`src/rtl/fetch_unit_if.sv`:
```
// Fetch-stage bus bundle: instruction memory request/response plus decoder handoff.
// The master side is the fetch unit; the slave side is memory plus decoder.
interface fetch_unit_if;
    localparam int unsigned XLEN = 16;

    logic [XLEN-1:0] imemAddr;
    logic            imemReq;
    logic            imemAck;
    logic [XLEN-1:0] imemData;
    logic [XLEN-1:0] instruction;
    logic            instrValid;
    logic            decodeReady;
    logic [1:0]      nextPCSel;
    logic [XLEN-1:0] branchTarget;
    logic [XLEN-1:0] regTarget;

    modport master (
        output imemAddr, imemReq, instruction, instrValid,
        input  imemAck, imemData, decodeReady, nextPCSel, branchTarget, regTarget
    );

    modport slave (
        input  imemAddr, imemReq, instruction, instrValid,
        output imemAck, imemData, decodeReady, nextPCSel, branchTarget, regTarget
    );
endinterface

```
`src/rtl/fetch_unit.sv`:
```
// Instruction fetch stage: holds the PC, issues one outstanding imem request at a time,
// registers the returned word for the decoder and steers the PC on decoder acceptance.
module fetch_unit #(
    parameter logic [15:0] RESET_PC = 16'h0000
) (
    input  logic         clk,
    input  logic         rst_n,
    fetch_unit_if.master bus,
    output logic [15:0]  pc,
    output logic [15:0]  retireCount
);
    localparam int unsigned XLEN = 16;

    typedef enum logic [1:0] {
        ST_RST    = 2'd0,
        ST_FETCH  = 2'd1,
        ST_DECODE = 2'd2
    } state_e;

    state_e            state_q, state_d;
    logic [XLEN-1:0]   pc_q, pc_d;
    logic [XLEN-1:0]   instr_q, instr_d;
    logic [XLEN-1:0]   retire_q, retire_d;
    logic              req_q, req_d;
    logic              valid_q, valid_d;
    logic [XLEN-1:0]   next_pc_c;

    // Branch/target select; only consumed on the DECODE accept edge.
    always_comb begin
        next_pc_c = pc_q + XLEN'(1);
        case (bus.nextPCSel)
            2'b01:   next_pc_c = bus.branchTarget;
            2'b10:   next_pc_c = bus.regTarget;
            default: next_pc_c = pc_q + XLEN'(1);
        endcase
    end

    always_ff @(posedge clk) begin
        if (!rst_n) begin
            state_q  <= ST_RST;
            pc_q     <= RESET_PC;
            instr_q  <= '0;
            retire_q <= '0;
            req_q    <= 1'b0;
            valid_q  <= 1'b0;
        end else begin
            state_q  <= state_d;
            pc_q     <= pc_d;
            instr_q  <= instr_d;
            retire_q <= retire_d;
            req_q    <= req_d;
            valid_q  <= valid_d;
        end
    end

    // Request/valid flags are registered copies of the upcoming state.
    always_comb begin
        state_d  = state_q;
        pc_d     = pc_q;
        instr_d  = instr_q;
        retire_d = retire_q;
        case (state_q)
            ST_RST: begin
                state_d = ST_FETCH;
            end
            ST_FETCH: begin
                if (bus.imemAck) begin
                    instr_d = bus.imemData;
                    state_d = ST_DECODE;
                end
            end
            ST_DECODE: begin
                if (bus.decodeReady) begin
                    pc_d     = next_pc_c;
                    retire_d = retire_q + XLEN'(1);
                    state_d  = ST_FETCH;
                end
            end
            default: begin
                state_d = ST_RST;
            end
        endcase
        req_d   = (state_d == ST_FETCH);
        valid_d = (state_d == ST_DECODE);
    end

    assign bus.imemAddr    = pc_q;
    assign bus.imemReq     = req_q;
    assign bus.instruction = instr_q;
    assign bus.instrValid  = valid_q;
    assign pc              = pc_q;
    assign retireCount     = retire_q;
endmodule

```
`src/flat_wrapper.sv`:
```
// flat-port wrapper written by rule: the top's interface ports become plain ports
module fetch_unit_flat 
#(
    parameter logic [15:0] RESET_PC = 16'h0000
)
  (clk, rst_n, pc, retireCount, bus_imemAddr, bus_imemReq, bus_instruction, bus_instrValid, bus_imemAck, bus_imemData, bus_decodeReady, bus_nextPCSel, bus_branchTarget, bus_regTarget);
  fetch_unit_if bus_i ();
  input  logic clk;
  input  logic rst_n;
  output logic [15:0] pc;
  output logic [15:0] retireCount;
  output wire logic [$bits(bus_i.imemAddr)-1:0] bus_imemAddr;
  output wire logic [$bits(bus_i.imemReq)-1:0] bus_imemReq;
  output wire logic [$bits(bus_i.instruction)-1:0] bus_instruction;
  output wire logic [$bits(bus_i.instrValid)-1:0] bus_instrValid;
  input wire logic [$bits(bus_i.imemAck)-1:0] bus_imemAck;
  input wire logic [$bits(bus_i.imemData)-1:0] bus_imemData;
  input wire logic [$bits(bus_i.decodeReady)-1:0] bus_decodeReady;
  input wire logic [$bits(bus_i.nextPCSel)-1:0] bus_nextPCSel;
  input wire logic [$bits(bus_i.branchTarget)-1:0] bus_branchTarget;
  input wire logic [$bits(bus_i.regTarget)-1:0] bus_regTarget;
  assign bus_imemAddr = bus_i.imemAddr;
  assign bus_imemReq = bus_i.imemReq;
  assign bus_instruction = bus_i.instruction;
  assign bus_instrValid = bus_i.instrValid;
  assign bus_i.imemAck = bus_imemAck;
  assign bus_i.imemData = bus_imemData;
  assign bus_i.decodeReady = bus_decodeReady;
  assign bus_i.nextPCSel = bus_nextPCSel;
  assign bus_i.branchTarget = bus_branchTarget;
  assign bus_i.regTarget = bus_regTarget;
  fetch_unit #(.RESET_PC(RESET_PC)) u_core (.clk(clk), .rst_n(rst_n), .bus(bus_i), .pc(pc), .retireCount(retireCount));
endmodule
```
`config.mk`:
```
export PLATFORM = sky130hd
export DESIGN_NAME = fetch_unit_flat
export DESIGN_NICKNAME = d
export VERILOG_FILES = /design/src/rtl/fetch_unit_if.sv /design/src/rtl/fetch_unit.sv /design/src/flat_wrapper.sv
export SDC_FILE = /design/constraint.sdc
export NUM_CORES = 1
export LEC_CHECK = 0
export CORE_ASPECT_RATIO = 0.9
export CORE_MARGIN = 10
export CORE_UTILIZATION = 47
export DETAILED_ROUTE_END_ITERATION = 10
export PLACE_DENSITY_LB_ADDON = 0.1
export SETUP_SLACK_MARGIN = 0.3
export SYNTH_ARGS = -nofsm -noshare
export SYNTH_HDL_FRONTEND = slang
export SYNTH_SLANG_ARGS = --single-unit
```
`constraint.sdc`:
```
create_clock -name clk -period 2.7 [get_ports clk]
set_input_delay 0.81 -clock clk [delete_from_list [all_inputs] [get_ports clk]]
set_output_delay 0.81 -clock clk [all_outputs]
set_load 0.03 [all_outputs]
```
# Word level (Yosys, flattened, before mapping)
# Index checks and enable logic that the tools add are counted.
[totals]
input_bits = 54
romBits = 0
latchBits = 0
register_bits = 52
mem_bits_rw = 0
mem_count = 0
[op_classes]
add_sub_neg = 2
reduce_logical = 3
order_cmp = 0
shifts = 0
div = 0
n_mux = 4
n_eq_ne = 6
bitwise_logic = 0
mul = 0
[op_table]
columns = ["op", "n"]
rows = [
  ["$add 16x1->16 const B", 2],
  ["$pmux 16 s2", 1],
  ["$eq 2x1->1 const B", 3],
  ["$eq 2x2->1 const B", 3],
  ["$pmux 2 s3", 1],
  ["$mux 2", 2],
  ["$reduce_and 2->1", 2],
  ["$logic_not 2->1", 1],
]

# Longest topological paths before layout
# Gate-level depths: netlist of run 1.
[depth]
depth_word = 3
ltp_mapped = 8
ltp_nobuf = 6

# Worst setup path before layout of run 1
# Ideal clock, no wire load.
[synth_timing]
path_type = "in2reg"
from = "input port bus_nextPCSel[0]"
to = "register u_core.pc_q[13], in the netlist u_core.bus.imemAddr[13]"
setup_slack_ns = 0.636
stages = 7
required_ns = 2.580
t_arrival_ns = 1.945
setup_ns = 0.120
path_buffers = 1
cell_sequence = "inv_1 -> ha_1 -> inv_1 -> clkbuf_1 -> nor3_1 -> and3_1 -> o31a_1"
[synth_via]
elab_chain_len = 2
[synth_lines]
columns = ["item", "line", "text"]
rows = [
  ["from (decl)", "flat_wrapper.sv:19", "input wire logic [$bits(bus_i.nextPCSel)-1:0] bus_nextPCSel;"],
  ["$eq 2x2->1 / $eq 2x1->1 (equally long branches)", "fetch_unit.sv:31", "case (bus.nextPCSel)"],
  ["$pmux 16 s2 (*)", "fetch_unit.sv:31", ""],
  ["to (signal assigned)", "fetch_unit.sv:48", "pc_q <= pc_d;"],
  ["to (decl)", "fetch_unit.sv:21", "logic [XLEN-1:0] pc_q, pc_d;"],
]
# Mark *: on every way between the ends. The rest lies on a longest branch, timed or not.
# A chain may end at the register's enable or synchronous reset.

# Worst setup path in the final report of run 1
[layout_timing]
from = "register u_core.pc_q[8], in the netlist u_core.bus.imemAddr[8]"
to = "output port bus_imemAddr[8]"
[layout_rtl]
columns = ["item", "line", "text"]
rows = [
  ["to (decl)", "flat_wrapper.sv:12", "output wire logic [$bits(bus_i.imemAddr)-1:0] bus_imemAddr;"],
]
# No word-level cell between the ends.

==> results.toml, run 1 <==
[worst_setup_path]
crit_type = "flop to output pin"
cp.depth = 1
crit_arrival_ns = 1.55
path_buf_inv = 1
r2r.worst_path.cells = 5
required_ns = 1.89
cp_top_family = "buffers and inverters"
cpMaxStageDelayCell = "clkdlybuf4s50_1"
crit_chain = "clkdlybuf4s50_1"
end_kind = "output pin"
cp-start-kind = "flop"
crit_fanout = 8
rrSetupSlack_ns = 1.07
cp_slowest_stage_delay_ns = 0.75

[final_layout]
fillers = 515
regArea_sq_um = 1041
diodes = 0
drive_above_1_share_pct = 6.621
final_util_pct = 67.39
area.growth.synth_to_final_pct = 40.38
final_common_cell = "clkdlybuf4s50_1"
final_cell_mix = "clkdlybuf4s50_1, nand2_1, dfxtp_1"
fin_area_sq_um = 4098
fin_nets = 496
multiInputGateArea_sq_um = 1614

[die]
dieArea_sq_um = 9767
die_width_um = 103.1
rows = 27
ios = 120
core_area_sq_um = 6081
fp.dieH_um = 94.77
initial_core_util_pct = 48.00

[synth]
avgSynthCellArea_sq_um = 8.486
syn-cell-area_sq_um = 2919
ys_seq_elements = 52
synth_fp_nets = 402
synthDistinctLibCells = 58
ys_seq_area_share_pct = 35.66
ys.flop_type = "dfxtp_1"
synth_top_area_share_pct = 35.66
yosysTopAreaCell = "dfxtp_1"
async_flop_share_pct = 0
synth_edf_count = 0
postSynthCellCount = 344
synthTopCellsByArea = "dfxtp_1, nand2_1, a21boi_0, buf_4, a22oi_1"
yosysWarnings = 0

[min_path]
min_path_cells = 2
hp-class = "flop to flop"

[drt]
drt_iter0_markers = 112
drtAntennaViolNets = 0
vias = 2750
firstDrtPassIters = 4
wl_um = 8295
avgViaCountPerCell = 5.392
wire_per_inst_um = 16.26
drcViolationCount = 0

[job]
cap_violations = 0

[global_route]
grt_pass1_wl_um = 13630
grt_remaining_overflow = 0
antenna_found_initial = 0
grt_pass1_vias = 2768
track_usage_pct = 16.96
grt_max_degree = 33

[power]
seq_power_share_pct = 53.3
power.density_nw_per_um2 = 366.5
ir_worst_vdd_mv = 0.1933
leakagePower_nw = 1.626
p_int_mw = 1.104
p_sw_mw = 0.3977
switching_share_pct = 26.48
power_frac_clock_pct = 28.2
combPwrFrac_pct = 18.5

[placement]
dpl.hpwl_um = 6425
post_dp_cell_area_sq_um = 4004
routabilityCongestion = 0.8335
numPortBuffers = 119

[timing]
hold_viol_final = 0
max_freq_mhz = 424.1
maxSlewViolCount = 0
timing.final.crit_share_pct = 87.32
setup_violations = 0
fin_setup_tns_ns = 0
slew_headroom_pct = 63.28
period_minus_slack_ns = 2.358
worstMarginPinSlew_ns = 0.5508
skew_ns = 0.006778
rsz0062_at_grt = "false"

[clock_network]
cts_tree = "yes"
insertion_delay_ns = 0.30
path_clk_slew_ns = 0.09
ctsRootBufferMaster = "clkbuf_8"
postCtsSetupBuffers = 0
cts.sinks = 52
cts_made_buffers = 5
cts_buffer_depth = 2
cts_max_level = 2

[status]
status = "complete, no violations"
## logic make-up (layout without fill, tap and decap cells)
kind of cell | Yosys count | in the layout | share of synthesized area, %
buffers and inverters | 45 | 139 | 9.129
flip-flops | 52 | 52 | 35.66
XOR/XNOR | 11 | 11 | 3.300
AO/OA/AOI/OAI | 80 | 80 | 19.16
multiplexers | 6 | 6 | 2.058
adder cells (fa/ha/maj) | 4 | 4 | 1.715
AND/OR/NAND/NOR | 146 | 146 | 28.98
## through the flow
step | setup slack, ns | power [mW] | cells | hold slack, ns
after floorplan | 0.6356 | 0.9614 | 344 | 0.5857
after global placement | 0.1461 | 1.093 | 503 | 0.4497
after detailed placement | 0.1078 | 1.097 | 503 | 0.4566
after CTS | 0.3048 | 1.520 | 510 | 0.4695
after global routing | 0.3050 | 1.572 | 510 | 0.4972
final | 0.3423 | 1.502 | 510 | 0.4674
## final timing paths
kind,start,endpoint
setup / recovery,u_core.bus.imemAddr[8],bus_imemAddr[8]
hold / removal,u_core.bus.instruction[4],u_core.bus.instruction[4]
setup reg to reg,u_core.bus.imemAddr[0],u_core.bus.imemAddr[12]
hold reg to reg,u_core.bus.instruction[4],u_core.bus.instruction[4]
## power groups by stage
stage,clock network [mW],logic [mW],registers [mW]
finish,0.424,0.278,0.801
global route,0.468,0.299,0.804
CTS,0.439,0.279,0.801
detailed placement,0,0.278,0.819
global placement,0,0.275,0.818
floorplan,0,0.113,0.849
## worst reg2reg max path, stage by stage (launching register included)
cell	delay, ns
dfxtp_1	0.46
ha_1	0.29
nand4_4	0.19
nor4_4	0.31
mux2i_1	0.21
o21a_1	0.12
## state kept, by name, indices dropped and copies added, names as in the netlist
register and flops:
u_core.retireCount 16, u_core.bus.instruction 16, u_core.state_q 2, u_core.bus.imemReq 1, u_core.bus.imemAddr 16, u_core.bus.instrValid 1
## area by class of cell
class	count	area share, %
Tap cell	72	2.198
Clock buffer	6	1.771
Timing Repair Buffer	126	30.56
Multi-Input combinational cell	247	39.39
Sequential cell	52	25.40
Clock inverter	1	0.1221
Inverter	6	0.5496
## cell usage after synthesis (4+ instances only)
cell type	n
xnor2_1	6
and2_1	13
o22ai_1	4
a21oi_1	6
buf_2	9
nor2_1	7
o21ai_0	11
inv_1	6
a21boi_0	17
xor2_1	5
nand4_1	5
ha_1	4
o21a_1	5
nand2_1	59
mux2i_1	6
a22oi_1	13
buf_4	17
nor3_1	8
nand2b_1	5
clkbuf_1	9
dfxtp_1	52
nand3_1	14
## layer usage
metal | global-route usage (%) | share of wire [%] | wire (um) | vias to the layer above
met1 | 20.11 | 43 | 3563 | 1270
met3 | 6.058 | 8.1 | 672 | 7
met5 | 0 | 0 | 0 | -
met2 | 28.71 | 48 | 3982 | 84
li1 | - | - | - | 1389
met4 | 3.819 | 0.92 | 76 | 0
## timing repair
item                                    4_1_cts  5_1_grt
hold buffers                                  0        0
gates resized for setup                       1        7
endpoints found under the setup margin        1        8
No activity file was read; power rests on OpenSTA's default activity.
==> inputs of run 2 (changes only) <==
--- a/config.mk
+++ b/config.mk
@@ -10,7 +10,6 @@
 export CORE_UTILIZATION = 47
 export DETAILED_ROUTE_END_ITERATION = 10
 export PLACE_DENSITY_LB_ADDON = 0.1
-export SETUP_SLACK_MARGIN = 0.3
 export SYNTH_ARGS = -nofsm -noshare
 export SYNTH_HDL_FRONTEND = slang
 export SYNTH_SLANG_ARGS = --single-unit
==> constraint.sdc (replaced) <==
create_clock -name clk -period 2.8 [get_ports clk]
set_input_delay 0.84 -clock clk [delete_from_list [all_inputs] [get_ports clk]]
set_output_delay 0.84 -clock clk [all_outputs]
set_load 0.03 [all_outputs]
==> run 2 against run 1 <==
  * Clock skew grew 0.0010 ns
  * Critical path type unchanged
  * Utilization shrank 0.21 points
  * Critical path depth is the same
  * First-iteration DRC count shrank 4.5%
  * Sequential share of layout area grew 0.078 points
  * Sequential cell count is the same
==> results.toml, run 2 (synthesis gave the netlist of run 1 again) <==
[clock_network]
cts_hold_buf = 0
cts_tree = "yes"
path_clk_slew_ns = 0.10
cts_made_buffers = 5
cts_buffer_depth = 2
cts_max_level = 2
cts_resized = 0
cts.sinks = 52
postCtsSetupBuffers = 0
insertion_delay_ns = 0.31
ctsRootBufferMaster = "clkbuf_8"

[timing]
skew_ns = 0.007779
hold_viol_final = 0
setup_ws_ns = 0.3766
period_minus_slack_ns = 2.423
setup_violations = 0
worstMarginPinSlew_ns = 0.5646
rsz0062_at_grt = "false"
holdWs_ns = 0.4694
maxSlewViolCount = 0
fin_setup_tns_ns = 0
slew_headroom_pct = 62.36
timing.final.crit_share_pct = 86.55
max_freq_mhz = 412.7

[final_layout]
diodes = 0
fillers = 527
drive_above_1_share_pct = 6.393
final_common_cell = "clkdlybuf4s50_1"
fin_nets = 495
final_cell_mix = "clkdlybuf4s50_1, nand2_1, dfxtp_1"
area.growth.synth_to_final_pct = 39.95

[worst_setup_path]
r2r.worst_path.cells = 5
end_kind = "output pin"
cp_slowest_stage_delay_ns = 0.76
crit_fanout = 9
cp-start-kind = "flop"
cpMaxStageDelayCell = "clkdlybuf4s50_1"
crit_arrival_ns = 1.58
crit_end = "pc[7]"
r2r_start = "u_core.bus.imemAddr[1]"
cp_top_family = "buffers and inverters"
path_buf_inv = 1
required_ns = 1.96
cp.depth = 1
rrSetupSlack_ns = 1.15
startpoint = "u_core.bus.imemAddr[7]"
crit_chain = "clkdlybuf4s50_1"
crit_type = "flop to output pin"
r2r_end = "u_core.bus.imemAddr[14]"

[power]
combPwrFrac_pct = 18.0
power_frac_clock_pct = 29.9
switching_share_pct = 27.62
p_int_mw = 1.072
seq_power_share_pct = 52.1
p_sw_mw = 0.4091
fin_total_pwr_mw = 1.481
leakagePower_nw = 1.506
ir_worst_vdd_mv = 0.2300
power.density_nw_per_um2 = 362.6

[status]
status = "complete, no violations"

[drt]
drt_iter0_markers = 107
drtAntennaViolNets = 0
route.top_layer_used = "met4"
firstDrtPassIters = 4
drcViolationCount = 0
vias = 2797
wl_um = 8319
avgViaCountPerCell = 5.484
m1WireLength_um = 3440
route.met2.wl_um = 4015
wire_per_inst_um = 16.31
wl_met3_um = 829

[die]
rows = 27
dieArea_sq_um = 9767
initial_core_util_pct = 48.00
core_area_sq_um = 6081
die_width_um = 103.1
fp.dieH_um = 94.77
ios = 120

[job]
cap_violations = 0

[global_route]
antenna_found_initial = 0
grt_remaining_overflow = 0
track_usage_pct = 16.84
grt_max_degree = 33
grt_pass1_wl_um = 13410
grt_pass1_vias = 2684

[placement]
numPortBuffers = 119
routabilityCongestion = 0.8068
dpl.hpwl_um = 6429
pre_cts_ws_ns = 0.1674

[min_path]
hp-class = "flop to flop"
[run 2: cell count changes in the layout (fill, tap and decap cells not counted), sizes merged]
cell,change
buf,-1
dlygate4sd2,-1
dlymetal6s2s,-6
clkdlybuf4s50,+7
clkinvlp,+1
[run 2: layout make-up]
type,instances,area (sq um),share of cell area [%]
multi-input cells,247,1612,39.45
repair buffers,125,1231,30.14
flip-flops and latches,52,1041,25.48
well taps,72,90.09,2.205
clock buffers,6,72.57,1.776
inverters,6,22.52,0.5513
clock inverters,2,16.27,0.3982
[run 2: power by group through the flow]
stage               clock, mW  sequential, mW  combinational [mW]
finish                  0.442           0.772               0.267
global route            0.486           0.776               0.287
CTS                     0.455           0.773               0.268
detailed placement          0           0.790               0.267
global placement            0           0.789               0.265
floorplan                   0           0.818               0.109
[run 2: metal layers]
metal / vias up / track usage [%]
li1: 1392 / -
met1: 1295 / 19.89
met2: 105 / 27.70
met3: 5 / 7.591
met4: 0 / 3.241
met5: - / 0
[run 2: how the worst min path moves through the flow]
| stage | from | end | slack (ns) | cells past startpoint |
|---|---|---|---|---|
| after floorplan | u_core.bus.instruction[10] | u_core.bus.instruction[10] | 0.59 | 2 |
| after global placement | u_core.bus.instruction[6] | u_core.bus.instruction[6] | 0.45 | 2 |
| after detailed placement | u_core.bus.instruction[3] | u_core.bus.instruction[3] | 0.46 | 2 |
| after CTS | u_core.bus.instruction[3] | u_core.bus.instruction[3] | 0.47 | 2 |
| after global routing | u_core.bus.instruction[3] | u_core.bus.instruction[3] | 0.49 | 2 |
| final | u_core.bus.instruction[14] | u_core.bus.instruction[14] | 0.47 | 2 |
[run 2: per-stage QoR]
stage	instance area, sq um	cells	util (%)
after floorplan	2919	344	-
after global placement	3996	502	65.72
after detailed placement	3996	502	65.72
after CTS	4085	510	67.18
after global routing	4085	510	67.18
final	4085	510	67.18
==> inputs of run 3 (changes only) <==
--- a/config.mk
+++ b/config.mk
@@ -5,6 +5,7 @@
 export SDC_FILE = /design/constraint.sdc
 export NUM_CORES = 1
 export LEC_CHECK = 0
+export CAP_MARGIN = 20
 export CORE_ASPECT_RATIO = 0.9
 export CORE_MARGIN = 10
 export CORE_UTILIZATION = 47
==> results of run 3 <==
The final DEF is identical to that of run 2; final timing and power are the same.
